[config.mk]
export PLATFORM = sky130hd
export DESIGN_NAME = ps2_keypress_filter_flat
export DESIGN_NICKNAME = d
export VERILOG_FILES = /design/src/rtl/ps2_keypress_filter_if.sv /design/src/rtl/ps2_keypress_filter.sv /design/src/flat_wrapper.sv
export SDC_FILE = /design/constraint.sdc
export NUM_CORES = 1
export LEC_CHECK = 0
export BUFFER_PORTS_ARGS = -buffer_cell sky130_fd_sc_hd__buf_4
export CAP_MARGIN = 0
export CORE_MARGIN = 5
export CORE_UTILIZATION = 50
export CTS_CLUSTER_SIZE = 40
export DETAILED_ROUTE_END_ITERATION = 16
export HOLD_SLACK_MARGIN = 0.08
export PLACE_DENSITY = 0.72
export SYNTH_ARGS = -nofsm -noshare
export SYNTH_HDL_FRONTEND = slang
export SYNTH_SLANG_ARGS = --single-unit
[constraint.sdc]
create_clock -name CLOCK_50 -period 3.05 [get_ports CLOCK_50]
set_input_delay 0.305 -clock CLOCK_50 [delete_from_list [all_inputs] [get_ports CLOCK_50]]
set_output_delay 0.305 -clock CLOCK_50 [all_outputs]
set_load 0.05 [all_outputs]
[src/rtl/ps2_keypress_filter_if.sv]
// Byte-stream input and make-code FIFO output bundle of ps2_keypress_filter.
interface ps2_keypress_filter_if;
  logic [7:0] received_data;
  logic       received_data_en;
  logic       i_ready;
  logic [7:0] o_key_code;
  logic       o_extended;
  logic       o_valid;
  logic       o_overflow;
  logic       o_key_held;

  modport master (
    output received_data, received_data_en, i_ready,
    input  o_key_code, o_extended, o_valid, o_overflow, o_key_held
  );

  modport slave (
    input  received_data, received_data_en, i_ready,
    output o_key_code, o_extended, o_valid, o_overflow, o_key_held
  );
endinterface

[src/rtl/ps2_keypress_filter.sv]
// Reduces the raw PS/2 byte stream to one make code per key press and
// queues those codes in a small valid/ready FIFO.
module ps2_keypress_filter #(
  parameter int unsigned FIFO_DEPTH     = 4,
  parameter int unsigned PREFIX_TIMEOUT = 2_500_000,
  parameter bit          PASS_EXTENDED  = 1'b0
) (
  input logic                  CLOCK_50,
  input logic                  reset_n,
  ps2_keypress_filter_if.slave bus
);

  localparam int unsigned PTR_W = $clog2(FIFO_DEPTH);
  localparam int unsigned CNT_W = PTR_W + 1;
  localparam int unsigned TMO_W = $clog2(PREFIX_TIMEOUT + 1);

  localparam logic [1:0] ST_IDLE    = 2'd0;
  localparam logic [1:0] ST_EXT     = 2'd1;
  localparam logic [1:0] ST_BRK     = 2'd2;
  localparam logic [1:0] ST_EXT_BRK = 2'd3;

  logic [1:0]       state, state_n;
  logic [TMO_W-1:0] tmo_cnt, tmo_n;
  logic [7:0]       held_code, held_n;
  logic             key_held_n;
  logic             push_req, push_ext;
  logic [7:0]       b;
  logic             is_status;

  logic [7:0]       mem_code [FIFO_DEPTH];
  logic             mem_ext  [FIFO_DEPTH];
  logic [PTR_W-1:0] wr_ptr, rd_ptr, rd_n;
  logic [CNT_W-1:0] count, count_n;
  logic             pop, full, push_ok, overflow_set;
  logic [7:0]       head_code_n;
  logic             head_ext_n;

  assign b         = bus.received_data;
  assign is_status = (b == 8'hAA) || (b == 8'hFA) || (b == 8'hFE) ||
                     (b == 8'hEE) || (b == 8'h00) || (b == 8'hFF);

  // Byte classification, held-key tracking and prefix timeout
  always_comb begin
    state_n    = state;
    tmo_n      = tmo_cnt;
    held_n     = held_code;
    key_held_n = bus.o_key_held;
    push_req   = 1'b0;
    push_ext   = 1'b0;
    if (bus.received_data_en) begin
      tmo_n = '0;
      case (state)
        ST_IDLE: begin
          if (b == 8'hE0) begin
            state_n = ST_EXT;
          end else if (b == 8'hF0) begin
            state_n = ST_BRK;
          end else if (!is_status && !(bus.o_key_held && b == held_code)) begin
            push_req   = 1'b1;
            held_n     = b;
            key_held_n = 1'b1;
          end
        end
        ST_EXT: begin
          if (b == 8'hF0) begin
            state_n = ST_EXT_BRK;
          end else if (b != 8'hE0) begin
            push_req = PASS_EXTENDED;
            push_ext = 1'b1;
            state_n  = ST_IDLE;
          end
        end
        ST_BRK: begin
          if (bus.o_key_held && b == held_code) key_held_n = 1'b0;
          state_n = ST_IDLE;
        end
        default: state_n = ST_IDLE;
      endcase
    end else if (state != ST_IDLE) begin
      if (tmo_cnt == TMO_W'(PREFIX_TIMEOUT - 1)) begin
        state_n = ST_IDLE;
        tmo_n   = '0;
      end else begin
        tmo_n = tmo_cnt + TMO_W'(1);
      end
    end
  end

  always_ff @(posedge CLOCK_50 or negedge reset_n) begin
    if (!reset_n) begin
      state          <= ST_IDLE;
      tmo_cnt        <= '0;
      held_code      <= 8'h00;
      bus.o_key_held <= 1'b0;
    end else begin
      state          <= state_n;
      tmo_cnt        <= tmo_n;
      held_code      <= held_n;
      bus.o_key_held <= key_held_n;
    end
  end

  // FIFO control; a push into an empty (or just-emptied) FIFO bypasses to the head
  assign pop          = bus.o_valid && bus.i_ready;
  assign full         = (count == CNT_W'(FIFO_DEPTH));
  assign push_ok      = push_req && (!full || pop);
  assign overflow_set = push_req && full && !pop;
  assign rd_n         = pop ? rd_ptr + PTR_W'(1) : rd_ptr;

  always_comb begin
    count_n = count;
    case ({push_ok, pop})
      2'b10:   count_n = count + CNT_W'(1);
      2'b01:   count_n = count - CNT_W'(1);
      default: count_n = count;
    endcase
  end

  always_comb begin
    head_code_n = mem_code[rd_n];
    head_ext_n  = mem_ext[rd_n];
    if (push_ok && wr_ptr == rd_n) begin
      head_code_n = b;
      head_ext_n  = push_ext;
    end
  end

  always_ff @(posedge CLOCK_50) begin
    if (push_ok) begin
      mem_code[wr_ptr] <= b;
      mem_ext[wr_ptr]  <= push_ext;
    end
  end

  always_ff @(posedge CLOCK_50 or negedge reset_n) begin
    if (!reset_n) begin
      wr_ptr         <= '0;
      rd_ptr         <= '0;
      count          <= '0;
      bus.o_valid    <= 1'b0;
      bus.o_key_code <= 8'h00;
      bus.o_extended <= 1'b0;
      bus.o_overflow <= 1'b0;
    end else begin
      if (push_ok) wr_ptr <= wr_ptr + PTR_W'(1);
      rd_ptr      <= rd_n;
      count       <= count_n;
      bus.o_valid <= (count_n != '0);
      if (count_n != '0) begin
        bus.o_key_code <= head_code_n;
        bus.o_extended <= head_ext_n;
      end
      if (overflow_set) bus.o_overflow <= 1'b1;
    end
  end

endmodule

[src/flat_wrapper.sv]
// flat-port wrapper written by rule: the top's interface ports become plain ports
module ps2_keypress_filter_flat 
#(
  parameter int unsigned FIFO_DEPTH     = 4,
  parameter int unsigned PREFIX_TIMEOUT = 2_500_000,
  parameter bit          PASS_EXTENDED  = 1'b0
)
  (CLOCK_50, reset_n, bus_received_data, bus_received_data_en, bus_i_ready, bus_o_key_code, bus_o_extended, bus_o_valid, bus_o_overflow, bus_o_key_held);
  ps2_keypress_filter_if bus_i ();
  input logic CLOCK_50;
  input logic reset_n;
  input wire logic [$bits(bus_i.received_data)-1:0] bus_received_data;
  input wire logic [$bits(bus_i.received_data_en)-1:0] bus_received_data_en;
  input wire logic [$bits(bus_i.i_ready)-1:0] bus_i_ready;
  output wire logic [$bits(bus_i.o_key_code)-1:0] bus_o_key_code;
  output wire logic [$bits(bus_i.o_extended)-1:0] bus_o_extended;
  output wire logic [$bits(bus_i.o_valid)-1:0] bus_o_valid;
  output wire logic [$bits(bus_i.o_overflow)-1:0] bus_o_overflow;
  output wire logic [$bits(bus_i.o_key_held)-1:0] bus_o_key_held;
  assign bus_i.received_data = bus_received_data;
  assign bus_i.received_data_en = bus_received_data_en;
  assign bus_i.i_ready = bus_i_ready;
  assign bus_o_key_code = bus_i.o_key_code;
  assign bus_o_extended = bus_i.o_extended;
  assign bus_o_valid = bus_i.o_valid;
  assign bus_o_overflow = bus_i.o_overflow;
  assign bus_o_key_held = bus_i.o_key_held;
  ps2_keypress_filter #(.FIFO_DEPTH(FIFO_DEPTH), .PREFIX_TIMEOUT(PREFIX_TIMEOUT), .PASS_EXTENDED(PASS_EXTENDED)) u_core (.CLOCK_50(CLOCK_50), .reset_n(reset_n), .bus(bus_i));
endmodule
==> results_dict.tcl, run 1 <==
set metrics [dict create \
    max_clock_freq_mhz 321 \
    drc 0 \
    rsz0062_at_grt "true" \
    synth_most_common_cell "dfrtp_1" \
    wl_per_cell_microns 17.4 \
    hold_violations 0 \
    synth_ff_type "dfrtp_1" \
    fp.coreArea_sq_um 8220 \
    grt_max_degree 52 \
    drive_above_1_share 0.304 \
    syn_inst 321 \
    yosys.area.top_type "dfrtp_1" \
    reg2reg_slack_ns -0.07 \
    drtIter0Drc 87 \
    finalNetCount 394 \
    grt_util_all_layers 0.170 \
    dr.pass1.iters 5 \
    dp_slack_ns -0.191 \
    routabilityCongestion 0.793 \
    status "finished with violations" \
    root_buffer "clkbuf_8" \
    vdd_drop_max_mv 0.374 \
    pin_count 24 \
    tightest_slew_ns 0.919 \
    holdPathStages 1 \
    die_area_sq_um 10400 \
    ys_ff_latch 87 \
    ys_types 51 \
    insertedDiodeCount 0 \
    powerDensity_nw_per_um2 841 \
    grt_first_pass_wirelength_mm 13.5 \
    ys_top_cells_by_area "dfrtp_1 (30%), edfxtp_1 (26%), mux2_4 (5.7%)" \
    cp.arrival_ns 3.35 \
    antenna_found_initial 0 \
    synth.avg_cell_area_sq_um 13.2 \
    post-route-period-util 1.02 \
    start_kind "flip-flop" \
    critPathMaxFanout 5 \
    vias_per_cell 5.57 \
    slew-limit-headroom 0.382 \
    cts.path.max_buffers 2 \
    placed_area_sq_um 4690 \
    yosysSeqAreaShare 0.557 \
    finalSetupViolations 8 \
    setup_slack_ns -0.0690 \
    syn2layout_area_growth_pct 17.1 \
    synth_warnings 0 \
    fin_crit_ns 3.12 \
    reg2reg_depth 10 \
    overflow 0 \
    cts_buffers 9 \
    end_kind "flip-flop" \
    vias 2709 \
    clock_skew_ns 0.00944 \
    r2r_start "u_core.held_code[1]$_DFFE_PN0P_" \
    synthTopCellsByCount "dfrtp_1 (51), edfxtp_1 (36), nand2_1 (27)" \
    die_h_microns 102 \
    r2r_end "u_core.bus.o_key_code[4]$_DFFE_PN0P_" \
    hold_end "u_core.mem_code[2][6]$_DFFE_PP_" \
    dp_hpwl_mm 5.68 \
    start_util 0.515 \
    setup_tns_ns -0.330 \
    grt_pass1_vias 2678 \
    violations "negative setup slack" \
    critPathRequiredTime_ns 3.28 \
    synthArstFlopShare 0.586 \
    synth_edf_count 36 \
    insertion_delay_ns 0.35 \
    cts_tree "yes" \
    leakagePower_uw 0.00197 \
    io_buffers 23 \
    max-cap-violations 0 \
    ctsHtreeMaxLevel 3 \
    worstSetupPathType "reg2reg" \
    path_clk_slew_ns 0.08 \
    utilization 0.603 \
    netlist.area_leader.share 0.302 \
    slew_viol_final 0 \
    row_count 33 \
    syn_nets 339 \
    die_w_microns 102 \
    final_area_sq_um 4950 \
    netlist_area_sq_um 4230 \
    antenna_left 0 \
    wirelength_mm 8.44 \
    worstHoldStart "bus_received_data[6]" \
    cts_sinks 87 \
    hold_path_class "in2reg" \
]
[worst max-delay path, stage by stage, from the launching register on]
cell and delay, ns:
dfrtp_1 0.40, xnor2_2 0.17, nand2_1 0.10, or3_4 0.42, a31oi_4 0.17, fa_1 0.47
nor2b_2 0.17, nand2_2 0.11, o32ai_4 0.43, mux2i_4 0.22, mux2_4 0.35
[layout by cell type (no fill, tap or decap), types with 2 or more instances in the layout]
| cell type | netlist | layout |
|---|---|---|
| a21oi_1 | 5 | 5 |
| and2_1 | 4 | 4 |
| and3_1 | 3 | 3 |
| buf_4 | 0 | 49 |
| clkbuf_1 | 1 | 2 |
| clkbuf_8 | 0 | 9 |
| clkinv_2 | 0 | 2 |
| dfrtp_1 | 51 | 51 |
| edfxtp_1 | 36 | 36 |
| ha_1 | 5 | 5 |
| inv_1 | 9 | 9 |
| mux2_2 | 11 | 11 |
| mux2_4 | 16 | 16 |
| mux2i_4 | 1 | 2 |
| mux4_1 | 3 | 3 |
| mux4_2 | 6 | 6 |
| nand2_1 | 27 | 26 |
| nand3_1 | 14 | 14 |
| nand4_1 | 6 | 6 |
| nor2_1 | 26 | 26 |
| nor2b_1 | 3 | 2 |
| nor3_1 | 7 | 7 |
| nor4_1 | 4 | 4 |
| nor4b_1 | 2 | 2 |
| nor4bb_1 | 3 | 2 |
| o21ai_0 | 9 | 9 |
| o21bai_1 | 3 | 3 |
| o31ai_1 | 6 | 6 |
| or4_1 | 4 | 3 |
| xnor2_1 | 20 | 19 |
| xnor3_2 | 2 | 2 |
| xor2_1 | 7 | 7 |
[kinds of logic (layout without fill, tap and decap cells)]
logic type	count (synthesis)	in the layout	synth area share
compound gates	36	36	0.0615
mux	37	38	0.142
xor+xnor	29	29	0.0671
flops	87	87	0.557
fa+ha+maj	6	6	0.0195
buf+inv	16	75	0.0207
simple gates	110	110	0.132
[power breakdown]
| group | switching [uW] | internal (uW) |
|---|---|---|
| Combinational | 887 | 954 |
| Sequential | 136 | 1460 |
| Clock | 391 | 341 |
[flip-flops by register name (all words and copies together) (netlist names)]
| signal | flops |
|---|---|
| u_core.count | 3 |
| u_core.bus.o_extended | 1 |
| u_core.bus.o_valid | 1 |
| u_core.bus.o_key_held | 1 |
| u_core.state | 2 |
| u_core.mem_ext | 4 |
| u_core.tmo_cnt | 22 |
| u_core.held_code | 8 |
| u_core.bus.o_overflow | 1 |
| u_core.wr_ptr | 2 |
| u_core.bus.o_key_code | 8 |
| u_core.rd_ptr | 2 |
| u_core.mem_code | 32 |
[worst max path at each step]
stage / start / end / cells past startpoint
floorplan: bus_received_data[1] / u_core.bus.o_key_code[0]$_DFFE_PN0P_ / 12
global placement: bus_received_data[1] / u_core.bus.o_key_code[3]$_DFFE_PN0P_ / 11
detailed placement: bus_received_data[1] / u_core.bus.o_key_code[4]$_DFFE_PN0P_ / 11
CTS: u_core.held_code[1]$_DFFE_PN0P_ / u_core.bus.o_key_code[7]$_DFFE_PN0P_ / 10
global route: u_core.held_code[0]$_DFFE_PN0P_ / u_core.bus.o_key_code[4]$_DFFE_PN0P_ / 10
finish: u_core.held_code[1]$_DFFE_PN0P_ / u_core.bus.o_key_code[4]$_DFFE_PN0P_ / 10
[routing by layer]
metal	wire (microns)	track usage
met1	3790	0.223
met2	4280	0.289
met3	272	0.0396
met4	88	0.0434
met5	0	0
[layout make-up]
class / count / area, sq um
sequential: 87 / 2360
clock inverter: 4 / 21.3
timing repair buffer: 50 / 378
fill: 637 / 3260
tap: 105 / 131
inverter: 9 / 33.8
clock buffer: 12 / 156
multi-input combinational: 219 / 1880
[through the flow]
step                instances  power (uW)  hold slack (ns)
finish                    486        4170            0.218
global route              486        4380            0.193
CTS                       484        4190            0.202
detailed placement        466        3390            0.388
global placement          466        3320            0.382
floorplan                 321        2940          0.00941
[timing repair]
| item | in CTS | in global routing |
|---|---|---|
| gates cloned | 1 | 0 |
| gates resized for setup | 3 | 4 |
| setup buffers | 0 | 2 |
| hold buffers | 1 | 0 |
| setup endpoints to repair | 8 | 9 |
| pin swaps | 1 | 2 |
| hold endpoints to repair | 51 | 0 |
No activity file was read; power rests on OpenSTA's default activity.
==> run 2, diff against run 1 <==
--- a/constraint.sdc
+++ b/constraint.sdc
@@ -3,2 +3,2 @@
 set_output_delay 0.305 -clock CLOCK_50 [all_outputs]
-set_load 0.05 [all_outputs]
+set_load 0.005 [all_outputs]
==> results_dict.tcl, run 2 (same netlist as run 1, synthesis figures left out) <==
set metrics [dict create \
    status "complete, no violations" \
    cp.arrival_ns 3.28 \
    leakagePower_uw 0.00198 \
    path_clk_slew_ns 0.10 \
    final_area_sq_um 4970 \
    r2r_start "u_core.held_code[1]$_DFFE_PN0P_" \
    worstSetupPathType "reg2reg" \
    largest_register_ff_count 32 \
    drtIter0Drc 100 \
    regMostFlops "u_core.mem_code" \
    critPathMaxFanout 5 \
    dp_hpwl_mm 5.71 \
    setup_slack_ns 0.0241 \
    grt_max_degree 52 \
    r2r_end "u_core.bus.o_key_code[3]$_DFFE_PN0P_" \
    worstHoldStart "bus_received_data[4]" \
    routabilityCongestion 0.761 \
    slew_viol_final 0 \
    cp_slowest_cell "fa_1" \
    powerDensity_nw_per_um2 803 \
    wl_per_cell_microns 17.3 \
    insertedDiodeCount 0 \
    slowest_delay_ns 0.46 \
    rsz0062_at_grt "true" \
    dp_slack_ns -0.230 \
    reg2reg_slack_ns 0.02 \
    die_w_microns 102 \
    vias 2702 \
    slew-limit-headroom 0.309 \
    reg2reg_depth 11 \
    cts_buffers 9 \
    grt_pass1_vias 2763 \
    placed_area_sq_um 4690 \
    tightest_slew_ns 1.03 \
    post-route-period-util 0.992 \
    wirelength_mm 8.39 \
    hold_path_class "in2reg" \
    hold_violations 0 \
    drive_above_1_share 0.312 \
    die_h_microns 102 \
    fill_cells 632 \
    dr.pass1.iters 4 \
    critPathRequiredTime_ns 3.30 \
    overflow 0 \
    p_total_uw 4000 \
    finalSetupViolations 0 \
    crit_buf_inv 1 \
    vdd_drop_max_mv 0.271 \
    finalNetCount 394 \
    syn2layout_area_growth_pct 17.6 \
    top_regs "u_core.mem_code x32, u_core.tmo_cnt x22" \
    cts.path.max_buffers 2 \
    cts_tree "yes" \
    drc 0 \
    setup_tns_ns 0 \
    io_buffers 23 \
    cts_sinks 87 \
    final_common_cell "dfrtp_1" \
    ctsHtreeMaxLevel 3 \
    die_area_sq_um 10400 \
    max-cap-violations 0 \
    insertion_delay_ns 0.37 \
    grt_first_pass_wirelength_mm 13.7 \
    start_util 0.515 \
    start_kind "flip-flop" \
    final_cell_mix "dfrtp_1 (51), buf_4 (49), edfxtp_1 (36)" \
    end_kind "flip-flop" \
    hold_end "u_core.mem_code[2][4]$_DFFE_PP_" \
    antenna_found_initial 0 \
    antenna_left 0 \
    row_count 33 \
    fin_crit_ns 3.03 \
    clock_skew_ns 0.0109 \
    holdPathStages 1 \
    vias_per_cell 5.56 \
    utilization 0.605 \
    critical-path-top-delay-family "simple AND/OR/NAND/NOR gates" \
    worstPathCellList "xnor2_2 -> nand2_1 -> or3_4 -> a31oi_4 -> fa_1 -> nor2b_2 -> nand2_2 -> buf_4 -> o22ai_4 -> mux2i_4 -> mux2_4" \
    grt_util_all_layers 0.173 \
    max_clock_freq_mhz 330 \
    pin_count 24 \
    root_buffer "clkbuf_8" \
    fp.coreArea_sq_um 8220 \
]
run 2: cell count changes in the layout (fill, tap and decap cells not counted):
cell	before	now
inv_6	0	5
clkinv_2	2	0
o22ai_2	1	0
inv_8	0	2
clkinvlp_4	1	0
o22ai_4	0	1
clkbuf_16	1	0
clkbuf_1	2	0
clkinv_1	1	0
run 2: layout make-up:
type | instances | area [sq um] | share of cell area
sequential | 87 | 2360 | 0.474
multi-input combinational | 219 | 1880 | 0.379
timing repair buffer | 50 | 378 | 0.0760
tap | 105 | 131 | 0.0264
clock buffer | 9 | 124 | 0.0249
clock inverter | 7 | 66.3 | 0.0133
inverter | 9 | 33.8 | 0.00679
run 2: worst max-delay path by stage:
| stage | from | endpoint | depth (start not counted) |
|---|---|---|---|
| 4_1_cts | u_core.held_code[1]$_DFFE_PN0P_ | u_core.bus.o_key_code[7]$_DFFE_PN0P_ | 10 |
| 3_3_place_gp | bus_received_data[1] | u_core.bus.o_key_code[3]$_DFFE_PN0P_ | 12 |
| 6_report | u_core.held_code[1]$_DFFE_PN0P_ | u_core.bus.o_key_code[3]$_DFFE_PN0P_ | 11 |
| 2_1_floorplan | bus_received_data[1] | u_core.bus.o_key_code[0]$_DFFE_PN0P_ | 12 |
| 5_1_grt | u_core.held_code[1]$_DFFE_PN0P_ | u_core.bus.o_key_code[3]$_DFFE_PN0P_ | 11 |
| 3_5_place_dp | bus_received_data[1] | u_core.bus.o_key_code[3]$_DFFE_PN0P_ | 11 |
run 2: per-stage QoR:
step	instances	hold WS, ns
floorplan	321	0.00941
global placement	466	0.383
detailed placement	466	0.387
CTS	485	0.191
global route	486	0.193
finish	486	0.213
run 2: per-layer routing:
metal / vias up / GRT usage / share of wire
li1: 1295 / - / -
met1: 1350 / 0.222 / 0.45
met2: 41 / 0.293 / 0.50
met3: 16 / 0.0280 / 0.033
met4: 0 / 0.0727 / 0.022
met5: - / 0 / 0
run 2: power breakdown:
| part | internal, uW | switching, uW |
|---|---|---|
| Combinational | 962 | 654 |
| Clock | 322 | 464 |
| Sequential | 1460 | 139 |
run 2: what timing repair did:
| action | CTS | global route |
|---|---|---|
| setup buffers | 1 | 1 |
| cloned | 1 | 0 |
| hold buffers | 1 | 0 |
| endpoints found under the setup margin | 9 | 9 |
| hold endpoints to repair | 51 | 0 |
| gates resized for setup | 8 | 0 |
| pin swaps | 2 | 2 |
==> run 3, diff against run 2 <==
Settings changed: CORE_UTILIZATION 50 to 30, PLACE_DENSITY 0.72 to 0.49.
==> results_dict.tcl, run 3 (same netlist as run 1, synthesis figures left out) <==
set metrics [dict create \
    status "complete, no violations" \
    leakagePower_uw 0.00211 \
    die_h_microns 129 \
    start_kind "flip-flop" \
    insertion_delay_ns 0.34 \
    fin_crit_ns 3.02 \
    grt_pass1_vias 2880 \
    fp.coreArea_sq_um 13900 \
    final_cell_mix "buf_4 (56), dfrtp_1 (51), edfxtp_1 (36)" \
    wirelength_mm 9.10 \
    start_util 0.305 \
    r2r_end "u_core.bus.o_key_code[1]$_DFFE_PN0P_" \
    overflow 0 \
    reg2reg_depth 11 \
    cts_tree "yes" \
    syn2layout_area_growth_pct 25.8 \
    worstSetupPathType "reg2reg" \
    insertedDiodeCount 0 \
    end_kind "flip-flop" \
    finalNetCount 401 \
    regMostFlops "u_core.mem_code" \
    ctsHtreeMaxLevel 3 \
    drc 0 \
    routabilityCongestion 0.743 \
    post-route-period-util 0.989 \
    cts_sinks 87 \
    largest_register_ff_count 32 \
    grt_util_all_layers 0.118 \
    antenna_found_initial 0 \
    antenna_left 0 \
    vias 2710 \
    io_buffers 23 \
    critPathRequiredTime_ns 3.28 \
    max-cap-violations 0 \
    cts.path.max_buffers 2 \
    path_clk_slew_ns 0.06 \
    grt_first_pass_wirelength_mm 15.2 \
    dp_hpwl_mm 6.17 \
    die_area_sq_um 16600 \
    top_regs "u_core.mem_code x32, u_core.tmo_cnt x22" \
    dr.pass1.iters 4 \
    dp.cells 546 \
    cts_buffers 9 \
    die_w_microns 129 \
    utilization 0.383 \
    vias_per_cell 4.77 \
    wl_per_cell_microns 16.0 \
    dp_slack_ns -0.213 \
    slew-limit-headroom 0.489 \
    vdd_drop_max_mv 0.448 \
    worstHoldStart "bus_received_data[1]" \
    slew_viol_final 0 \
    holdPathStages 1 \
    reg2reg_slack_ns 0.03 \
    stdcell_count 568 \
    critPathMaxFanout 5 \
    row_count 43 \
    rsz0062_at_grt "true" \
    setup_slack_ns 0.0334 \
    hold_path_class "in2reg" \
    max_clock_freq_mhz 332 \
    grt_max_degree 52 \
    powerDensity_nw_per_um2 863 \
    hold_violations 0 \
    hold_end "u_core.mem_code[1][1]$_DFFE_PP_" \
    pin_count 24 \
    final_common_cell "buf_4" \
    cp.arrival_ns 3.24 \
    clock_skew_ns 0.00691 \
    drive_above_1_share 0.332 \
    root_buffer "clkbuf_16" \
    r2r_start "u_core.held_code[2]$_DFFE_PN0P_" \
    tightest_slew_ns 0.756 \
    finalSetupViolations 0 \
    drtIter0Drc 106 \
]
## run 3: cell count changes in the layout (fill, tap and decap cells not counted), sizes merged
cell	previous run	this run
buf	49	56
inv	16	11
bufinv	0	4
clkinv	0	1
## run 3: worst max-delay path by stage
stage                                                from                                   end  slack, ns  depth (start not counted)
after floorplan                      bus_received_data[1]  u_core.bus.o_key_code[0]$_DFFE_PN0P_     0.0003                         12
after global placement               bus_received_data[1]  u_core.bus.o_key_code[1]$_DFFE_PN0P_      -0.14                         11
after detailed placement             bus_received_data[1]  u_core.bus.o_key_code[6]$_DFFE_PN0P_      -0.21                         11
after CTS                 u_core.held_code[0]$_DFFE_PN0P_  u_core.bus.o_key_code[1]$_DFFE_PN0P_      0.005                         11
after global routing      u_core.held_code[4]$_DFFE_PN0P_  u_core.bus.o_key_code[1]$_DFFE_PN0P_      -0.11                         11
final                     u_core.held_code[2]$_DFFE_PN0P_  u_core.bus.o_key_code[1]$_DFFE_PN0P_       0.03                         11
## run 3: area by class of cell
type	instances	area, sq um
inverters	9	33.8
fillers	1347	8560
clock buffers	9	225
flip-flops and latches	87	2360
multi-input cells	219	1910
clock inverters	7	141
repair buffers	57	430
well taps	180	225
## run 3: critical path, stage by stage (launching register included)
cell and delay (ns):
dfrtp_1 0.40, xnor2_2 0.16, nand3_2 0.11, or3_4 0.40, a31oi_4 0.17, fa_1 0.47
nor2b_2 0.18, nand2_1 0.07, o32a_1 0.21, o22ai_4 0.21, mux2i_4 0.19, mux2_4 0.33
## run 3: routing by layer
layer / up-vias / GRT usage / share of wire
li1: 1320 / - / -
met1: 1343 / 0.151 / 0.48
met2: 38 / 0.195 / 0.47
met3: 9 / 0.0295 / 0.038
met4: 0 / 0.0457 / 0.013
met5: - / 0 / 0
## run 3: power by group
part / internal, uW / switching (uW) / leakage [uW] / total [uW]
clock network: 886 / 467 / 0.000178 / 1350
logic: 992 / 654 / 0.000960 / 1650
registers: 1460 / 137 / 0.000971 / 1590
## run 3: what timing repair did
item	CTS	global route
setup endpoints to repair	8	9
hold buffers	1	0
setup buffers	2	2
cloned	1	0
endpoints found under the hold margin	51	0
resized for setup	7	5
pin swaps	4	3
## run 3: stage by stage
stage	power [uW]	area, sq um	hold WS (ns)	setup TNS (ns)
global placement	3130	4820	0.399	-1.22
floorplan	2700	4260	0.00941	0
detailed placement	3170	4820	0.398	-1.86
CTS	4660	5280	0.178	0
finish	4590	5320	0.191	0
global route	4840	5320	0.184	-0.805
